[config.mk]
export PLATFORM = sky130hd
export DESIGN_NAME = serial_tx_arbiter
export DESIGN_NICKNAME = d
export VERILOG_FILES = /design/src/rtl/serial_tx_arbiter.sv
export SDC_FILE = /design/constraint.sdc
export NUM_CORES = 1
export LEC_CHECK = 0
export ABC_AREA = 1
export CAP_MARGIN = 5
export CORE_ASPECT_RATIO = 0.6
export CORE_MARGIN = 2
export CORE_UTILIZATION = 41
export CTS_BUF_LIST = sky130_fd_sc_hd__clkbuf_4
export CTS_CLUSTER_SIZE = 40
export DETAILED_ROUTE_END_ITERATION = 16
export HOLD_SLACK_MARGIN = 0.08
export PLACE_DENSITY = 0.66
export SLEW_MARGIN = 20
export SYNTH_ARGS = -nofsm -noshare
export SYNTH_HDL_FRONTEND = slang
export SYNTH_SLANG_ARGS = --single-unit
export TNS_END_PERCENT = 5
[constraint.sdc]
create_clock -name Clk -period 2.8 [get_ports Clk]
set_input_delay 0.7 -clock Clk [delete_from_list [all_inputs] [get_ports Clk]]
set_output_delay 0.7 -clock Clk [all_outputs]
set_load 0.01 [all_outputs]
[src/rtl/serial_tx_arbiter.sv]
// serial_tx_arbiter
//   Shares one serial line between N_REQ word sources. A round-robin pointer
//   picks the next requester, its DATA_BITS word is latched on the grant edge
//   and shifted out one bit per clock in the receiver frame format:
//   start 0, data LSB-first, odd parity, stop 0, then IDLE_GAP idle-high cycles.
//
// Ports
//   Clk     : clock, all state changes on the rising edge
//   nReset  : asynchronous active-low reset
//   Req     : per-source request level, held until granted
//   Din     : packed words, source i at [i*DATA_BITS +: DATA_BITS]
//   Grant   : one-hot, one-cycle pulse when a source's word is latched
//   Owner   : index of the source whose frame is on Q (holds after Busy falls)
//   Busy    : high from the start bit through the last gap cycle
//   Q       : registered serial line, idles high
module serial_tx_arbiter #(
  parameter int N_REQ     = 4,
  parameter int DATA_BITS = 6,
  parameter int IDLE_GAP  = 1,
  parameter int OWNER_W   = 2
) (
  input  logic                         Clk,
  input  logic                         nReset,
  input  logic [N_REQ-1:0]             Req,
  input  logic [N_REQ*DATA_BITS-1:0]   Din,
  output logic [N_REQ-1:0]             Grant,
  output logic [OWNER_W-1:0]           Owner,
  output logic                         Busy,
  output logic                         Q
);

  localparam int IDX_W = (N_REQ > 1) ? $clog2(N_REQ) : 1;
  localparam int BIT_W = (DATA_BITS > 1) ? $clog2(DATA_BITS) : 1;

  // The start bit is launched on the grant edge itself, so START is never
  // occupied; it only exists as a named encoding and recovers to IDLE.
  typedef enum logic [2:0] {IDLE, START, DATA, PARITY, STOP, GAP} state_t;

  state_t               state_q, state_d;
  logic [IDX_W-1:0]     ptr_q, ptr_d;
  logic [OWNER_W-1:0]   owner_d;
  logic [DATA_BITS-1:0] shift_q, shift_d;
  logic                 par_q, par_d;
  logic [BIT_W-1:0]     bit_q, bit_d;
  logic [3:0]           gap_q, gap_d;
  logic [N_REQ-1:0]     grant_d;
  logic                 busy_d, q_d;

  logic                 win_found;
  logic [IDX_W-1:0]     win_idx;
  logic [IDX_W-1:0]     cand_idx;
  int                   cand;

  // Round-robin search: first set Req at or after the pointer, wrapping
  // from N_REQ-1 back to 0.
  always_comb begin
    win_found = 1'b0;
    win_idx   = '0;
    cand      = 0;
    cand_idx  = '0;
    for (int i = 0; i < N_REQ; i++) begin
      cand = int'(ptr_q) + i;
      if (cand >= N_REQ) cand = cand - N_REQ;
      cand_idx = IDX_W'(cand);
      if (!win_found && Req[cand_idx]) begin
        win_found = 1'b1;
        win_idx   = cand_idx;
      end
    end
  end

  always_comb begin
    state_d = state_q;
    ptr_d   = ptr_q;
    owner_d = Owner;
    shift_d = shift_q;
    par_d   = par_q;
    bit_d   = bit_q;
    gap_d   = gap_q;
    grant_d = '0;
    busy_d  = Busy;
    q_d     = 1'b1;
    unique case (state_q)
      IDLE: begin
        busy_d = 1'b0;
        if (win_found) begin
          shift_d = Din[win_idx*DATA_BITS +: DATA_BITS];
          par_d   = ~^Din[win_idx*DATA_BITS +: DATA_BITS];
          grant_d = N_REQ'(1) << win_idx;
          owner_d = OWNER_W'(win_idx);
          ptr_d   = (win_idx == IDX_W'(N_REQ-1)) ? '0 : win_idx + 1'b1;
          bit_d   = '0;
          q_d     = 1'b0;
          busy_d  = 1'b1;
          state_d = DATA;
        end
      end
      DATA: begin
        q_d     = shift_q[0];
        shift_d = shift_q >> 1;
        bit_d   = bit_q + 1'b1;
        if (bit_q == BIT_W'(DATA_BITS-1)) state_d = PARITY;
      end
      PARITY: begin
        q_d     = par_q;
        state_d = STOP;
      end
      STOP: begin
        q_d     = 1'b0;
        gap_d   = 4'(IDLE_GAP);
        state_d = GAP;
      end
      GAP: begin
        // Busy stays high here; it drops on the following IDLE edge unless a
        // pending request starts the next frame back-to-back.
        q_d   = 1'b1;
        gap_d = gap_q - 1'b1;
        if (gap_q <= 4'd1) state_d = IDLE;
      end
      default: state_d = IDLE;
    endcase
  end

  always_ff @(posedge Clk or negedge nReset) begin
    if (!nReset) begin
      state_q <= IDLE;
      ptr_q   <= '0;
      Owner   <= '0;
      shift_q <= '0;
      par_q   <= 1'b0;
      bit_q   <= '0;
      gap_q   <= '0;
      Grant   <= '0;
      Busy    <= 1'b0;
      Q       <= 1'b1;
    end else begin
      state_q <= state_d;
      ptr_q   <= ptr_d;
      Owner   <= owner_d;
      shift_q <= shift_d;
      par_q   <= par_d;
      bit_q   <= bit_d;
      gap_q   <= gap_d;
      Grant   <= grant_d;
      Busy    <= busy_d;
      Q       <= q_d;
    end
  end

endmodule

==> flow_summary.yaml, run 1 <==
cells_and_area:
  multi_input_area_sq_um: 1057
  final_common_cell: "nand2_1"
  nFillCells: 452
  final-seq-area_sq_um: 676.9
  syn_to_final_growth_pct: 28.05
  diodes: 0
  final_cell_mix: "nand2_1, inv_1, clkdlybuf4s50_1"
  finalNonFillerCells: 396
  nets: 372
  drive_gt1_share_pct: 10.51
critical_path:
  crit_fanout: 13
  worst_path_most_repeated_cell: "nand2_1"
  cp_cell_sequence: "clkdlybuf4s50_1 > inv_1 > nand2_1 > nand3_1 > nand2_2 > nor2_4 > nand3_1 > nand3_2 > nand2_4 > inv_2 > nand3_1 > nand2_1 > nand2_1 > nand2_1 > nand2_1 > nand2_1 > nand2_1 > nand3_1 > nand2_1"
  cp_data_required_time_ns: 3.04
  path_class: "in2reg"
  cp_slowest_cell: "clkdlybuf4s50_1"
  critPathCaptureType: "flop"
  critPathMaxStageDelay_ns: 0.42
  start_kind: "input pin"
  crit_arrival_ns: 2.78
routing:
  dr.pass1.iters: 5
  drc: 0
  antenna_left: 0
  first_iter_violations: 61
  avgViaCountPerCell: 4.725
  vias: 1871
  routedWlPerCell_microns: 10.66
  wl_mm: 4.220
synth:
  synth_area_per_cell_sq_um: 6.857
  ys_types: 33
  synth_area_sq_um: 1941
  synth_cells: 283
  ys_warn_count: 0
  yosys-top-cells-area: "dfrtp_1, nand2_1, inv_1"
  yosysSeqAreaShare_pct: 34.88
  ys_ff_latch: 27
  yosys.area.top_type: "dfrtp_1"
  yosys.area.top_type_share_pct: 33.53
  synth_nets: 321
cts:
  numCtsBuffers: 3
  clock_path_buffers: 2
  htreeDepth: 1
  path_clk_slew_ns: 0.15
  cts_root_buf: "clkbuf_4"
  ctsResizeCount: 0
  clock-sinks: 27
  clock_latency_ns: 0.33
  hold_buffers: 0
  tritoncts: "done"
  post_cts.repair.setup_buffers: 0
floorplan:
  initial_utilization_pct: 42.52
  die_w_microns: 92.82
  fp.dieH_microns: 57.29
  rows: 19
  dieArea_sq_um: 5318
  core_sq_um: 4564
  ios: 38
sta:
  setup_tns_ns: 0
  fin_crit_sh_pct: 90.79
  worst_slack_ns: 0.2580
  hold_ws_ns: 0.5150
  hold_viol: 0
  worstMarginPinSlew_ns: 0.6289
  grt_setup_unrepaired: "false"
  slew_viol_final: 0
  setup_viol: 0
  min_period_ns: 2.542
  final.setup_skew_ns: 0.007090
  slew-limit-headroom_pct: 57.92
  max_freq_mhz: 393.4
global_routing:
  grt_max_degree: 28
  overflow: 0
  grt_pass1_vias: 1626
  grt_pass1_wl_mm: 7.334
  antenna_found_initial: 0
  track_usage_pct: 17.03
placed_design:
  dp_hpwl_mm: 3.372
  dp_cells: 392
  place.port_buffers: 37
  pre_cts_ws_ns: -0.09990
  routabilityCongestion: 0.8025
outcome:
  status: "finished, final reports clean"
job:
  drv_cap: 0
hold_path:
  min_path_type: "reg2reg"
## through the flow
step	utilization, %	instance area, sq um
global route	54.44	2485
detailed placement	53.78	2455
floorplan	-	1941
CTS	54.44	2485
global placement	53.78	2455
finish	54.44	2485
## synth_stat cells
cell type and count:
a21oi_1 2, a22oi_1 6, a31oi_1 1, buf_2 2, buf_4 3, buf_6 2
dfrtp_1 26, dfstp_2 1, ha_1 8, inv_1 37, inv_2 1, inv_6 1
nand2_1 105, nand2_2 4, nand2_4 1, nand3_1 25, nand3_2 2, nand3_4 1
nand3b_1 1, nand4_1 10, nand4_2 1, nor2_1 18, nor2_2 2, nor2_4 1
nor3_1 2, nor4_1 1, o2111ai_1 1, o211ai_1 1, o21a_1 1, o21ai_0 11
o21bai_1 1, o22ai_1 3, o31ai_1 1
## worst max-delay path, delay by kind of cell
kind | cells | cell delay, ns
buffers and inverters | 3 | 0.67
AND/OR/NAND/NOR | 16 | 1.41
## flip-flops by register name, indices dropped and copies added (netlist names)
name and cells:
ptr_q 2, shift_q 6, gap_q 4, par_q 1, Grant 4, Busy 1, bit_q 3, state_q 3
Owner 2, Q 1
## per-layer routing
metal  GRT usage [%]  routed length [microns]  share of wire [%]
met1           27.46                     2363                 56
met4           3.151                       22               0.52
met2           23.40                     1602                 38
met3           3.567                      232                5.5
met5               0                        0                  0
## worst paths after layout
kind                           from        to  slack (ns)  depth (start not counted)
max reg2reg                ptr_q[0]     par_q        0.42                         19
min reg2reg                    Busy      Busy        0.52                          1
max                          Req[1]     par_q        0.26                         19
min                            Busy      Busy        0.52                          1
min in group asynchronous    nReset  gap_q[3]        0.71                          2
max in group asynchronous    nReset         Q        1.80                          2
## layout make-up
type	count	area share, %
Multi-Input combinational cell	210	42.55
Sequential cell	27	27.24
Timing Repair Buffer	53	19.74
Inverter	39	6.093
Tap cell	63	3.172
Clock buffer	3	0.9063
Clock inverter	1	0.3021
## logic make-up (layout without fill, tap and decap cells)
logic type,count (synthesis),in the layout,synth area share [%]
flip-flops,27,27,34.88
buffers and inverters,46,96,10.64
AO/OA/AOI/OAI,28,28,8.963
adder cells (fa/ha/maj),8,8,5.158
AND/OR/NAND/NOR,174,174,40.36
Power of run 1 is not shown: default switching activity piles up to over one toggle a cycle in this logic, so the estimate is an artifact.
==> run 2, diff against run 1 <==
- CORE_UTILIZATION: 41 -> 46
- PLACE_DENSITY: 0.66 -> 0.72
==> flow_summary.yaml, run 2 (synthesis results as in run 1) <==
routing:
  first_iter_violations: 62
  vias: 1800
  drc: 0
  antenna_left: 0
  avgViaCountPerCell: 4.627
  dr.pass1.iters: 4
  routedWlPerCell_microns: 9.938
  wl_mm: 3.866
floorplan:
  core_sq_um: 4076
  dieArea_sq_um: 4771
  initial_utilization_pct: 47.61
  ios: 38
  rows: 18
  die_w_microns: 87.85
  fp.dieH_microns: 54.31
pwr:
  p_leak_nw: 1.300
  ir_drop_uv: 546.7
  p_per_area_nw_per_um2: 1442
hold_path:
  min_path_type: "reg2reg"
cts:
  tritoncts: "done"
  numCtsBuffers: 3
  clock_path_buffers: 2
  ctsResizeCount: 0
  clock-sinks: 27
  clock_latency_ns: 0.31
  post_cts.repair.setup_buffers: 0
  hold_buffers: 0
  htreeDepth: 1
  cts_root_buf: "clkbuf_4"
  path_clk_slew_ns: 0.14
critical_path:
  critPathCaptureType: "flop"
  crit_fanout: 18
  path_class: "in2reg"
  crit_arrival_ns: 2.74
  cp_data_required_time_ns: 3.03
  start_kind: "input pin"
global_routing:
  grtUsageMet3_pct: 3.469
  use_met2_pct: 27.65
  track_usage_pct: 18.12
  use_met1_pct: 27.78
  grt_pass1_wl_mm: 6.913
  grt_max_degree: 28
  overflow: 0
  grt_pass1_vias: 1583
  antenna_found_initial: 0
  top_usage_layer: "met1"
placed_design:
  dp_cells: 385
  dpl_cell_area_sq_um: 2434
  routabilityCongestion: 0.7800
  dp_hpwl_mm: 3.113
  place.port_buffers: 37
cells_and_area:
  final_common_cell: "nand2_1"
  top_regs: "shift_q x6, Grant x4, gap_q x4"
  regMostFlops: "shift_q"
  nets: 368
  final_cell_mix: "nand2_1, inv_1, clkdlybuf4s50_1"
  nFillCells: 393
  drive_gt1_share_pct: 9.422
  largest_reg_flops: 6
  syn_to_final_growth_pct: 26.82
  finalNonFillerCells: 389
  final-seq-area_sq_um: 676.9
  multi_input_area_sq_um: 1057
  diodes: 0
  fin_area_sq_um: 2461
sta:
  slew_viol_final: 0
  fin_crit_sh_pct: 89.66
  hold_viol: 0
  max_freq_mhz: 398.3
  slew-limit-headroom_pct: 59.17
  grt_setup_unrepaired: "false"
  worstMarginPinSlew_ns: 0.6102
  final.setup_skew_ns: 0.007506
  min_period_ns: 2.511
  setup_viol: 0
job:
  drv_cap: 0
outcome:
  status: "finished, final reports clean"
-- run 2: cell types whose count changed in the layout (fill, tap and decap cells not counted) --
cell and delta:
buf_4 -5, clkinv_2 +1, buf_12 +1, clkinvlp_4 -1
-- run 2: metal layers --
layer | wire, microns | up-vias
met3 | 151 | 0
met5 | 0 | -
met4 | 0 | 0
li1 | - | 1010
met2 | 1490 | 42
met1 | 2224 | 748
-- run 2: layout make-up --
class                           instances  area share [%]
Sequential cell                        27           27.50
Tap cell                               60           3.050
Inverter                               39           6.151
Clock inverter                          1          0.2034
Timing Repair Buffer                   49           19.22
Multi-Input combinational cell        210           42.96
Clock buffer                            3          0.9151
-- run 2: worst max-delay path: stages --
cell and delay (ns):
clkdlybuf4s50_1 0.42, inv_1 0.07, nand2_1 0.06, nand3_1 0.14
nand2_2 0.09, nor2_4 0.16, nand3_2 0.11, nand3_4 0.21
inv_1 0.12, nand2_1 0.08, nand3_1 0.08, nand2_1 0.09
nand3_1 0.07, nand2_1 0.11, nand3_1 0.09, nand3_1 0.08
nand2_1 0.05
-- run 2: worst paths after layout --
path,from,to,slack [ns],cells after the start
setup / recovery,Req[1],par_q,0.29,17
hold / removal,shift_q[5],shift_q[5],0.51,2
setup reg to reg,ptr_q[0],par_q,0.44,17
hold reg to reg,shift_q[5],shift_q[5],0.51,2
max in group asynchronous,nReset,Q,1.78,2
min in group asynchronous,nReset,gap_q[1],0.73,2
-- run 2: where the power goes --
part | switching [mW] | internal (mW)
Combinational | 1.59 | 1.10
Sequential | 0.123 | 0.577
Clock | 0.106 | 0.0534
-- run 2: metrics by stage --
stage / setup TNS [ns] / util, % / hold slack [ns] / setup WS (ns) / power [mW]
floorplan: 0 / - / 0.4044 / 0.6382 / 2.644
detailed placement: -0.06309 / 59.70 / 0.4825 / -0.05266 / 3.401
global route: 0 / 60.37 / 0.5344 / 0.03106 / 4.007
finish: 0 / 60.37 / 0.5112 / 0.2894 / 3.548
global placement: -0.01886 / 59.70 / 0.4784 / -0.01886 / 3.360
CTS: 0 / 60.37 / 0.5153 / 0.2979 / 3.566
Power figures use the tool's default switching activity.
